$ cat src/rtl/bsg_tx_sequencer_if.sv
// bsg_tx_sequencer_if: host register-access port of the BSG transmit sequencer.
// The host raises valid with addr/wr_en/Data_in and holds them until ready;
// ready is a one-cycle strobe and Data_out carries read data from that cycle on.
interface bsg_tx_sequencer_if;
    logic       valid;
    logic       ready;
    logic [7:0] addr;
    logic [7:0] Data_in;
    logic [7:0] Data_out;
    logic       wr_en;

    modport master (
        output valid,
        output addr,
        output Data_in,
        output wr_en,
        input  ready,
        input  Data_out
    );

    modport slave (
        input  valid,
        input  addr,
        input  Data_in,
        input  wr_en,
        output ready,
        output Data_out
    );
endinterface

$ cat src/rtl/bsg_tx_sequencer.sv
// bsg_tx_sequencer: owns the BSG register file (CONTROL, DATA_0, DATA_1, FILL)
// and feeds DATA_0/DATA_1 alternately to the modulator, raising the refill
// interrupt whenever the modulator finishes a byte and the other buffer is empty.
// Optional feature: define BSG_TX_TIMEOUT_EN to abort a byte whose byte_done
// never arrives within TIMEOUT_CYCLES cycles of SEND (sets TOERR and INTFLAG).
module bsg_tx_sequencer #(
    parameter int unsigned TIMEOUT_CYCLES = 1024
) (
    input  logic              SYS_CLK,
    input  logic              RST_N,
    bsg_tx_sequencer_if.slave host,
    input  logic              byte_done,
    output logic              tx_load,
    output logic [7:0]        tx_data,
    output logic              data_flag,
    output logic              BSG_INT
);

    localparam logic [7:0] ADDR_CONTROL = 8'h00;
    localparam logic [7:0] ADDR_DATA0   = 8'h01;
    localparam logic [7:0] ADDR_DATA1   = 8'h02;
    localparam logic [7:0] ADDR_FILL    = 8'h03;

    typedef enum logic [1:0] {
        IDLE = 2'd0,
        LOAD = 2'd1,
        SEND = 2'd2
    } state_t;

    state_t     state_q;
    logic       ready_q;
    logic [7:0] data_out_q;
    logic [7:0] data0_q;
    logic [7:0] data1_q;
    logic [1:0] full_q;
    logic [1:0] full_d;
    logic       sel_q;
    logic       txen_q;
    logic       intmsk_q;
    logic       intflag_q;
    logic       tx_load_q;
    logic [7:0] tx_data_q;
    logic       toerr_rd;
    logic       host_acc;
    logic       host_wr;
    logic       nsel;
    logic [7:0] data_sel;
    logic [7:0] data_nsel;
    logic [7:0] rd_data_d;

`ifdef BSG_TX_TIMEOUT_EN
    logic        toerr_q;
    logic [15:0] cnt_q;
    assign toerr_rd = toerr_q;
`else
    logic unused_timeout_cfg;
    assign toerr_rd           = 1'b0;
    assign unused_timeout_cfg = (TIMEOUT_CYCLES != 0);
`endif

    // An access happens on the edge where valid is high and the previous cycle
    // did not just complete one, so ready can never be high twice in a row.
    assign host_acc  = host.valid & ~ready_q;
    assign host_wr   = host_acc & host.wr_en;
    assign nsel      = ~sel_q;
    assign data_sel  = sel_q ? data1_q : data0_q;
    assign data_nsel = sel_q ? data0_q : data1_q;

    assign host.ready    = ready_q;
    assign host.Data_out = data_out_q;
    assign tx_load       = tx_load_q;
    assign tx_data       = tx_data_q;
    assign data_flag     = sel_q;
    assign BSG_INT       = intflag_q & intmsk_q;

    // Read-data mux and buffer-full next state; a host write to a buffer wins
    // over the clear at the end of that buffer's LOAD cycle.
    always_comb begin
        rd_data_d = 8'h00;
        case (host.addr)
            ADDR_CONTROL: rd_data_d = {3'b000, toerr_rd, (state_q != IDLE),
                                       intflag_q, intmsk_q, txen_q};
            ADDR_DATA0:   rd_data_d = data0_q;
            ADDR_DATA1:   rd_data_d = data1_q;
            ADDR_FILL:    rd_data_d = {6'b000000, full_q};
            default:      rd_data_d = 8'h00;
        endcase

        full_d = full_q;
        if (state_q == LOAD) begin
            full_d[sel_q] = 1'b0;
        end
        if (host_wr && (host.addr == ADDR_DATA0)) begin
            full_d[0] = 1'b1;
        end
        if (host_wr && (host.addr == ADDR_DATA1)) begin
            full_d[1] = 1'b1;
        end
    end

    // Register file, host handshake and the IDLE/LOAD/SEND sequencer; hardware
    // updates come after host writes so a hardware set beats a same-cycle w1c.
    always_ff @(posedge SYS_CLK or negedge RST_N) begin
        if (!RST_N) begin
            state_q    <= IDLE;
            ready_q    <= 1'b0;
            data_out_q <= 8'h00;
            data0_q    <= 8'h00;
            data1_q    <= 8'h00;
            full_q     <= 2'b00;
            sel_q      <= 1'b0;
            txen_q     <= 1'b0;
            intmsk_q   <= 1'b0;
            intflag_q  <= 1'b0;
            tx_load_q  <= 1'b0;
            tx_data_q  <= 8'h00;
`ifdef BSG_TX_TIMEOUT_EN
            toerr_q    <= 1'b0;
            cnt_q      <= 16'd0;
`endif
        end else begin
            ready_q   <= host_acc;
            full_q    <= full_d;
            tx_load_q <= 1'b0;
            if (host_acc) begin
                data_out_q <= rd_data_d;
            end

            if (host_wr && (host.addr == ADDR_CONTROL)) begin
                txen_q   <= host.Data_in[0];
                intmsk_q <= host.Data_in[1];
                if (host.Data_in[2]) begin
                    intflag_q <= 1'b0;
                end
`ifdef BSG_TX_TIMEOUT_EN
                if (host.Data_in[4]) begin
                    toerr_q <= 1'b0;
                end
`endif
            end
            if (host_wr && (host.addr == ADDR_DATA0)) begin
                data0_q <= host.Data_in;
            end
            if (host_wr && (host.addr == ADDR_DATA1)) begin
                data1_q <= host.Data_in;
            end

            case (state_q)
                IDLE: begin
                    if (txen_q && full_q[sel_q]) begin
                        state_q   <= LOAD;
                        tx_load_q <= 1'b1;
                        tx_data_q <= data_sel;
                    end
                end
                LOAD: begin
                    state_q <= SEND;
`ifdef BSG_TX_TIMEOUT_EN
                    cnt_q   <= 16'd0;
`endif
                end
                SEND: begin
                    if (byte_done) begin
                        sel_q <= nsel;
                        if (!full_q[nsel]) begin
                            intflag_q <= 1'b1;
                        end
                        if (txen_q && full_q[nsel]) begin
                            state_q   <= LOAD;
                            tx_load_q <= 1'b1;
                            tx_data_q <= data_nsel;
                        end else begin
                            state_q <= IDLE;
                        end
                    end
`ifdef BSG_TX_TIMEOUT_EN
                    else if (cnt_q == 16'(TIMEOUT_CYCLES - 1)) begin
                        toerr_q   <= 1'b1;
                        intflag_q <= 1'b1;
                        txen_q    <= 1'b0;
                        state_q   <= IDLE;
                    end else begin
                        cnt_q <= cnt_q + 16'd1;
                    end
`endif
                end
                default: state_q <= IDLE;
            endcase
        end
    end

endmodule
$ cat src/flat_wrapper.sv
// flat-port wrapper written by rule: the top's interface ports become plain ports
module bsg_tx_sequencer_flat 
#(
    parameter int unsigned TIMEOUT_CYCLES = 1024
)
  (SYS_CLK, RST_N, byte_done, tx_load, tx_data, data_flag, BSG_INT, host_valid, host_addr, host_Data_in, host_wr_en, host_ready, host_Data_out);
  bsg_tx_sequencer_if host_i ();
  input  logic SYS_CLK;
  input  logic RST_N;
  input  logic byte_done;
  output logic tx_load;
  output logic [7:0] tx_data;
  output logic data_flag;
  output logic BSG_INT;
  input wire logic [$bits(host_i.valid)-1:0] host_valid;
  input wire logic [$bits(host_i.addr)-1:0] host_addr;
  input wire logic [$bits(host_i.Data_in)-1:0] host_Data_in;
  input wire logic [$bits(host_i.wr_en)-1:0] host_wr_en;
  output wire logic [$bits(host_i.ready)-1:0] host_ready;
  output wire logic [$bits(host_i.Data_out)-1:0] host_Data_out;
  assign host_i.valid = host_valid;
  assign host_i.addr = host_addr;
  assign host_i.Data_in = host_Data_in;
  assign host_i.wr_en = host_wr_en;
  assign host_ready = host_i.ready;
  assign host_Data_out = host_i.Data_out;
  bsg_tx_sequencer #(.TIMEOUT_CYCLES(TIMEOUT_CYCLES)) u_core (.SYS_CLK(SYS_CLK), .RST_N(RST_N), .host(host_i), .byte_done(byte_done), .tx_load(tx_load), .tx_data(tx_data), .data_flag(data_flag), .BSG_INT(BSG_INT));
endmodule
$ cat config.mk
export PLATFORM = sky130hd
export DESIGN_NAME = bsg_tx_sequencer_flat
export DESIGN_NICKNAME = d
export VERILOG_FILES = /design/src/rtl/bsg_tx_sequencer_if.sv /design/src/rtl/bsg_tx_sequencer.sv /design/src/flat_wrapper.sv
export SDC_FILE = /design/constraint.sdc
export NUM_CORES = 1
export LEC_CHECK = 0
export CAP_MARGIN = 0
export CORE_ASPECT_RATIO = 1.25
export CORE_MARGIN = 4
export CORE_UTILIZATION = 54
export DETAILED_ROUTE_END_ITERATION = 10
export MAX_ROUTING_LAYER = met4
export PLACE_DENSITY = 0.85
export SLEW_MARGIN = 20
export SYNTH_ARGS = -nofsm -noshare
export SYNTH_HDL_FRONTEND = slang
export SYNTH_SLANG_ARGS = --single-unit
$ cat constraint.sdc
create_clock -name SYS_CLK -period 4.3 [get_ports SYS_CLK]
set_input_delay 0.86 -clock SYS_CLK [delete_from_list [all_inputs] [get_ports SYS_CLK]]
set_output_delay 0.86 -clock SYS_CLK [all_outputs]
set_load 0.05 [all_outputs]
==> results of run 1 <==
==> metrics by stage <==
step           hold WS (ns)  total power [W]  setup WS (ns)  instances
2_1_floorplan         0.487         0.000524           2.16        142
3_3_place_gp          0.461         0.000567           1.31        215
3_5_place_dp          0.470         0.000572           1.26        215
4_1_cts               0.487         0.000949           1.57        223
5_1_grt               0.509         0.000977           1.42        223
6_report              0.485         0.000941           1.59        223
==> power groups by stage <==
stage | sequential [W] | clock, W | combinational (W)
3_5_place_dp | 0.000434 | 0 | 0.000138
3_3_place_gp | 0.000433 | 0 | 0.000134
2_1_floorplan | 0.000444 | 0 | 0.0000799
4_1_cts | 0.000426 | 0.000384 | 0.000139
5_1_grt | 0.000428 | 0.000400 | 0.000149
6_report | 0.000427 | 0.000378 | 0.000137
==> state kept, by name (all words and copies together) (netlist names) <==
name                  cells
u_core.data1_q            8
u_core.data_flag          1
u_core.host.Data_out      8
u_core.state_q            2
u_core.tx_data            8
u_core.intmsk_q           1
u_core.full_q             2
u_core.data0_q            8
u_core.intflag_q          1
u_core.host.ready         1
u_core.txen_q             1
u_core.tx_load            1
==> critical path: stages <==
cell and delay [ns]:
sky130_fd_sc_hd__clkdlybuf4s50_1 0.61, sky130_fd_sc_hd__nor2b_1 0.43, sky130_fd_sc_hd__nand4_1 0.52, sky130_fd_sc_hd__mux2_2 0.46
==> worst max path at each step <==
stage / from / cells after the start / end
global route: host_addr[0] / 4 / u_core.data1_q[0]
CTS: host_addr[0] / 4 / u_core.data1_q[1]
finish: host_addr[1] / 4 / u_core.data1_q[1]
detailed placement: host_addr[0] / 4 / u_core.data1_q[4]
floorplan: host_addr[0] / 5 / u_core.data1_q[0]
global placement: host_addr[1] / 4 / u_core.data1_q[4]
==> synthesized netlist by cell type, drive strengths merged <==
library cell | number | area, um^2
mux2 | 35 | 398
a211oi | 1 | 7.51
mux4 | 2 | 45.0
clkbuf | 2 | 7.51
a22o | 4 | 35.0
a2111oi | 2 | 36.3
inv | 3 | 11.3
o21ai | 4 | 20.0
nand2b | 4 | 25.0
and2 | 2 | 12.5
dfrtp | 42 | 1050
nand3 | 2 | 10.0
nand2 | 11 | 43.8
nor2b | 4 | 25.0
o31ai | 5 | 37.5
mux2i | 1 | 10.0
a22oi | 4 | 30.0
buf | 2 | 16.3
nor3 | 1 | 5.00
nand4 | 2 | 12.5
xnor2 | 2 | 17.5
and3 | 1 | 6.26
nor2 | 5 | 18.8
a211o | 1 | 8.76
==> cell type report <==
class	instances	area [um^2]	area share
sequential	42	1050	0.429
tap	37	46.3	0.0189
timing repair buffer	40	395	0.161
clock buffer	6	82.6	0.0337
clock inverter	2	60.1	0.0245
multi-input combinational	93	805	0.328
inverter	3	11.3	0.00459
==> routing by layer <==
layer  routed length (um)  vias up  track usage  part of all wire
met4                   59        0       0.0699             0.015
met1                 1640      659        0.237              0.41
li1                     -      601            -                 -
met2                 2010       51        0.334              0.51
met3                  248        8       0.0486             0.063
met5                    0        -            -                 0
==> cell families after synthesis <==
group | synth area share
mux | 0.240
simple gates | 0.0840
flops | 0.556
xor+xnor | 0.00927
buf+inv | 0.0185
compound gates | 0.0927
==> run summary, run 1 <==
==================================================================================================
Buffer depth of the longest clock path ..............................................            2
First DRT Iteration DRCs ............................................................           51
Total of max-cap violations .........................................................            0
Average instance area after synthesis ...............................................    13.3 um^2
Overall die height ..................................................................      74.2 um
Setup violators final ...............................................................            0
Starting density of the core ........................................................        0.576
Share of cells above drive strength 1 ...............................................        0.258
Startpoint type of the worst setup path ............................................. primary input
TritonCTS Buffers ...................................................................            5
Number of endpoints with negative hold slack in the final report ....................            0
Overall Global Routing Usage ........................................................        0.201
Post-synthesis instance total .......................................................          142
Number of nets in the layout ........................................................          206
WL per Instance .....................................................................      17.7 um
Drc violations ......................................................................            0
Outcome .............................................................................    completed
Clk sinks ...........................................................................           42
Layout Area Growth over Synthesis ...................................................        29.6%
Clock insertion delay at the later pin of the skew report ...........................      0.29 ns
Worst clock skew ....................................................................   0.00713 ns
FF+latch count, synth ...............................................................           42
FF-to-FF setup slack ................................................................      2.09 ns
Clock tree from TritonCTS ...........................................................        built
Required @ worst endpoint ...........................................................      4.47 ns
Psw .................................................................................   0.000222 W
Clock transition time at the flip-flop clock pins of the worst setup and hold paths .      0.08 ns
Most common library cell in the layout ignoring fill and taps ....................... sky130_fd_sc_hd__dfrtp_1
Type of the worst setup path ........................................................       in2reg
Antenna cell count ..................................................................            0
Quantity of gates resized following cts .............................................            0
Full die area .......................................................................    4520 um^2
Pins Over Slew Limit ................................................................            0
Number of antenna violations at the first check in global routing ...................            0
Endpoint of the worst register-to-register path ..................................... u_core.tx_data[1]
Transition time at the pin with the least slew margin ...............................     0.923 ns
Int Power ...........................................................................   0.000719 W
Number of warnings printed during yosys synthesis ...................................            0
Cell area power density .............................................................  384 nW/um^2
Worst vdd rail ir drop ..............................................................   0.000306 V
Pre-antenna DRT Iters ...............................................................            4
Highest clock rate ..................................................................      369 MHz
Routed wire length ..................................................................      3960 um
Highest net fanout along the worst path .............................................            9
I/O pin count .......................................................................           41
Count of hold buffers inserted by post-cts repair ...................................            0
Post-placement cell area ............................................................    2310 um^2
Post-Syn Area .......................................................................    1890 um^2
Count of cells along the worst register-to-register path ............................            4
Final min period ....................................................................      2.71 ns
Library cells used by synthesis .....................................................           28
Seq pwr share .......................................................................        0.453
Filler instances ....................................................................          216
Fin Setup TNS .......................................................................         0 ns
Total global routing overflow .......................................................            0
Logic pwr share .....................................................................        0.146
Die span in x .......................................................................      60.9 um
Max-slew headroom at the worst pin ..................................................        0.380
Leakage Power .......................................................................      1.12 nW
Row Count ...........................................................................           23
Hold Path Origin .................................................................... u_core.host.Data_out[6]
Post-Syn Nets .......................................................................          163
Count of buffers inserted at the top-level ports ....................................           40
First-pass GRT wire length ..........................................................      6460 um
Final ANT Viol Nets .................................................................            0
Part of the Yosys area used for sequential elements .................................        0.556
Part of the total power dissipated in the clock network .............................        0.401
Average via count per standard cell .................................................         5.91
Final Instance Area .................................................................    2450 um^2
Placed wire-length estimate after detailed placement ................................      2920 um
Weighted congestion at the end of routability-driven global placement ...............        0.862
Final worst path period share .......................................................        0.631
Largest net degree at the start of global routing ...................................           43
Level count of the clock H-tree .....................................................            2
Hold EP ............................................................................. u_core.host.Data_out[6]
CTS root buf ........................................................................ sky130_fd_sc_hd__clkbuf_8
Hold Path Stages ....................................................................            2
Total via count in the routed design ................................................         1319
Number of setup buffers added after CTS .............................................            0
Setup repair after global routing missed its margin .................................        false
Type of destination of the critical path ............................................    flip-flop
Most used cells in the layout excluding fill and tap cells .......................... 42 x sky130_fd_sc_hd__dfrtp_1, 39 x sky130_fd_sc_hd__clkdlybuf4s50_1, 34 x sky130_fd_sc_hd__mux2_2
Crit path DAT .......................................................................      2.88 ns
Area of the core region .............................................................    3280 um^2
Switching share of power ............................................................        0.236
Type of the most critical hold path .................................................      reg2reg
Final core utilization ..............................................................        0.747
Via count of the first global-routing pass ..........................................         1409
Worst R2R Start ..................................................................... u_core.state_q[1]
==================================================================================================
(Power assumes the default switching activity.)
==> run 2, diff against run 1 <==
Settings changed: CORE_UTILIZATION 54 to 45, PLACE_DENSITY 0.85 to 0.76.
Clock period 4.3 ns to 2.4 ns, I/O delays scaled along.
==> run 2 against run 1 <==
  * Sequential power up 80%
  * Largest cell class unchanged
  * Final area up 0.36%
  * Critical endpoint is now u_core.tx_data[7]
  * Highest routed layer unchanged
  * First-iteration DRC count up 110%
  * Largest power group unchanged
  * Clock power up 17%
==> run summary, run 2 (synthesized netlist as in run 1, its figures left out) <==
==================================================================================================
Outcome .............................................................................    completed   unchanged
Most used cells in the layout excluding fill and tap cells .......................... 42 x sky130_fd_sc_hd__dfrtp_1, 39 x sky130_fd_sc_hd__clkdlybuf4s50_1, 34 x sky130_fd_sc_hd__mux2_2   unchanged
Buffer depth of the longest clock path ..............................................            2   unchanged
Crit path DAT .......................................................................      2.38 ns   was 2.88 ns
TritonCTS Buffers ...................................................................            5   unchanged
Number of placed instances, taps included ...........................................          240   was 215
Overall Global Routing Usage ........................................................        0.175   was 0.201
Count of buffers inserted at the top-level ports ....................................           40   unchanged
Leakage Power .......................................................................      1.12 nW   about the same
Largest net degree at the start of global routing ...................................           43   unchanged
Average via count per standard cell .................................................         5.44   was 5.91
Overall die height ..................................................................      80.5 um   was 74.2 um
Pins Over Slew Limit ................................................................            0   unchanged
FF-to-FF setup slack ................................................................      0.18 ns   was 2.09 ns
Number of endpoints with negative hold slack in the final report ....................            0   unchanged
Setup repair after global routing missed its margin .................................        false   unchanged
Layout Area Growth over Synthesis ...................................................        30.1%   was 29.6%
Clk sinks ...........................................................................           42   unchanged
Weighted congestion at the end of routability-driven global placement ...............        0.721   was 0.862
Final ANT Viol Nets .................................................................            0   unchanged
Share of cells above drive strength 1 ...............................................        0.274   was 0.258
Full die area .......................................................................    5310 um^2   was 4520 um^2
Number of setup buffers added after CTS .............................................            0   unchanged
Level count of the clock H-tree .....................................................            2   unchanged
Quantity of gates resized following cts .............................................            0   unchanged
WL per Instance .....................................................................      16.9 um   was 17.7 um
Starting density of the core ........................................................        0.465   was 0.576
Clock tree from TritonCTS ...........................................................        built   unchanged
Transition time at the pin with the least slew margin ...............................     0.937 ns   was 0.923 ns
Type of the most critical hold path .................................................     in2async   was reg2reg
Worst R2R Start ..................................................................... u_core.state_q[1]   unchanged
Endpoint of the worst register-to-register path ..................................... u_core.tx_data[7]   was u_core.tx_data[1]
Highest net fanout along the worst path .............................................            8   was 9
Worst vdd rail ir drop ..............................................................   0.000407 V   was 0.000306 V
Area of the core region .............................................................    4070 um^2   was 3280 um^2
Max-slew headroom at the worst pin ..................................................        0.371   was 0.380
Pre-antenna DRT Iters ...............................................................            4   unchanged
Setup violators final ...............................................................            0   unchanged
Antenna cell count ..................................................................            0   unchanged
Drc violations ......................................................................            0   unchanged
Count of cells along the worst register-to-register path ............................            4   unchanged
Placed wire-length estimate after detailed placement ................................      3110 um   was 2920 um
Fin Setup TNS .......................................................................         0 ns   unchanged
Highest clock rate ..................................................................      451 MHz
Final worst path period share .......................................................        0.923
Total via count in the routed design ................................................         1339   was 1319
Count of hold buffers inserted by post-cts repair ...................................            0   unchanged
Final core utilization ..............................................................        0.605   was 0.747
Routed wire length ..................................................................      4160 um   was 3960 um
CTS root buf ........................................................................ sky130_fd_sc_hd__clkbuf_8   unchanged
Via count of the first global-routing pass ..........................................         1398   was 1409
Number of nets in the layout ........................................................          212   was 206
Clock insertion delay at the later pin of the skew report ...........................      0.29 ns   about the same
I/O pin count .......................................................................           41   unchanged
First-pass GRT wire length ..........................................................      6810 um   was 6460 um
Number of antenna violations at the first check in global routing ...................            0   unchanged
Type of destination of the critical path ............................................    flip-flop   unchanged
First DRT Iteration DRCs ............................................................          105   was 51
Total global routing overflow .......................................................            0   unchanged
Cell area power density .............................................................  596 nW/um^2   was 384 nW/um^2
Die span in x .......................................................................      66.0 um   was 60.9 um
Worst clock skew ....................................................................   0.00769 ns   was 0.00713 ns
Row Count ...........................................................................           26   was 23
Most common library cell in the layout ignoring fill and taps ....................... sky130_fd_sc_hd__dfrtp_1   unchanged
Overall power consumption ...........................................................    0.00147 W   was 0.000941 W
Required @ worst endpoint ...........................................................      2.57 ns   was 4.47 ns
Final Instance Count excl. Fillers ..................................................          246   was 223
Total of max-cap violations .........................................................            0   unchanged
Type of the worst setup path ........................................................      reg2reg   was in2reg
Startpoint type of the worst setup path .............................................    flip-flop   was primary input
Final min period ....................................................................      2.22 ns
Clock transition time at the flip-flop clock pins of the worst setup and hold paths .      0.08 ns   about the same
==================================================================================================
==> run 2: cell types whose count changed in the layout (fill, tap and decap cells not counted), sizes merged <==
cell    delta
bufinv     -2
buf        +6
==> run 2: worst max path at each step <==
| stage | from | endpoint | slack, ns | cells after the start |
|---|---|---|---|---|
| after detailed placement | u_core.state_q[1] | u_core.tx_data[7] | 0.21 | 4 |
| final | u_core.state_q[1] | u_core.tx_data[7] | 0.18 | 4 |
| after floorplan | u_core.data_flag | u_core.tx_data[0] | 0.30 | 5 |
| after CTS | u_core.state_q[1] | u_core.tx_data[7] | 0.15 | 4 |
| after global routing | u_core.state_q[1] | u_core.tx_data[7] | 0.1 | 4 |
| after global placement | u_core.state_q[1] | u_core.tx_data[0] | 0.29 | 4 |
==> run 2: per-layer routing <==
layer / wire length [um] / vias to the layer above / global-route usage
met5: 0 / - / -
met4: 65 / 0 / 0.0813
met3: 219 / 7 / 0.0406
met2: 2110 / 44 / 0.281
met1: 1760 / 676 / 0.209
li1: - / 612 / -
==> run 2: final cells by class <==
class	instances	area, um^2
clock buffers	6	82.6
fillers	326	1610
inverters	3	11.3
multi-input cells	93	805
flip-flops and latches	42	1050
well taps	56	70.1
repair buffers	46	440
==> run 2: through the flow <==
step | setup WS, ns | hold slack [ns] | area [um^2]
2_1_floorplan | 0.298 | 0.184 | 1890
3_3_place_gp | 0.285 | 0.463 | 2380
3_5_place_dp | 0.206 | 0.470 | 2380
4_1_cts | 0.147 | 0.348 | 2460
5_1_grt | 0.0960 | 0.394 | 2460
6_report | 0.184 | 0.311 | 2460
==> run 2: power breakdown <==
| part | internal [W] | switching (W) | leakage (nW) |
|---|---|---|---|
| Combinational | 0.000117 | 0.000139 | 0.504 |
| Sequential | 0.000733 | 0.0000338 | 0.569 |
| Clock | 0.000222 | 0.000221 | 0.0431 |
==> run 2: critical path, cell delays in order, from the launching register on <==
cell	delay, ns
sky130_fd_sc_hd__dfrtp_1	0.45
sky130_fd_sc_hd__nor2b_1	0.21
sky130_fd_sc_hd__xnor2_1	0.75
sky130_fd_sc_hd__mux2_2	0.42
sky130_fd_sc_hd__mux2_2	0.26
==> run 3, diff against run 2 <==
Settings changed: CTS_CLUSTER_SIZE from default to 28.
==> results of run 3 <==
Same layout as run 2: the final DEF is identical, and so are final timing and power.
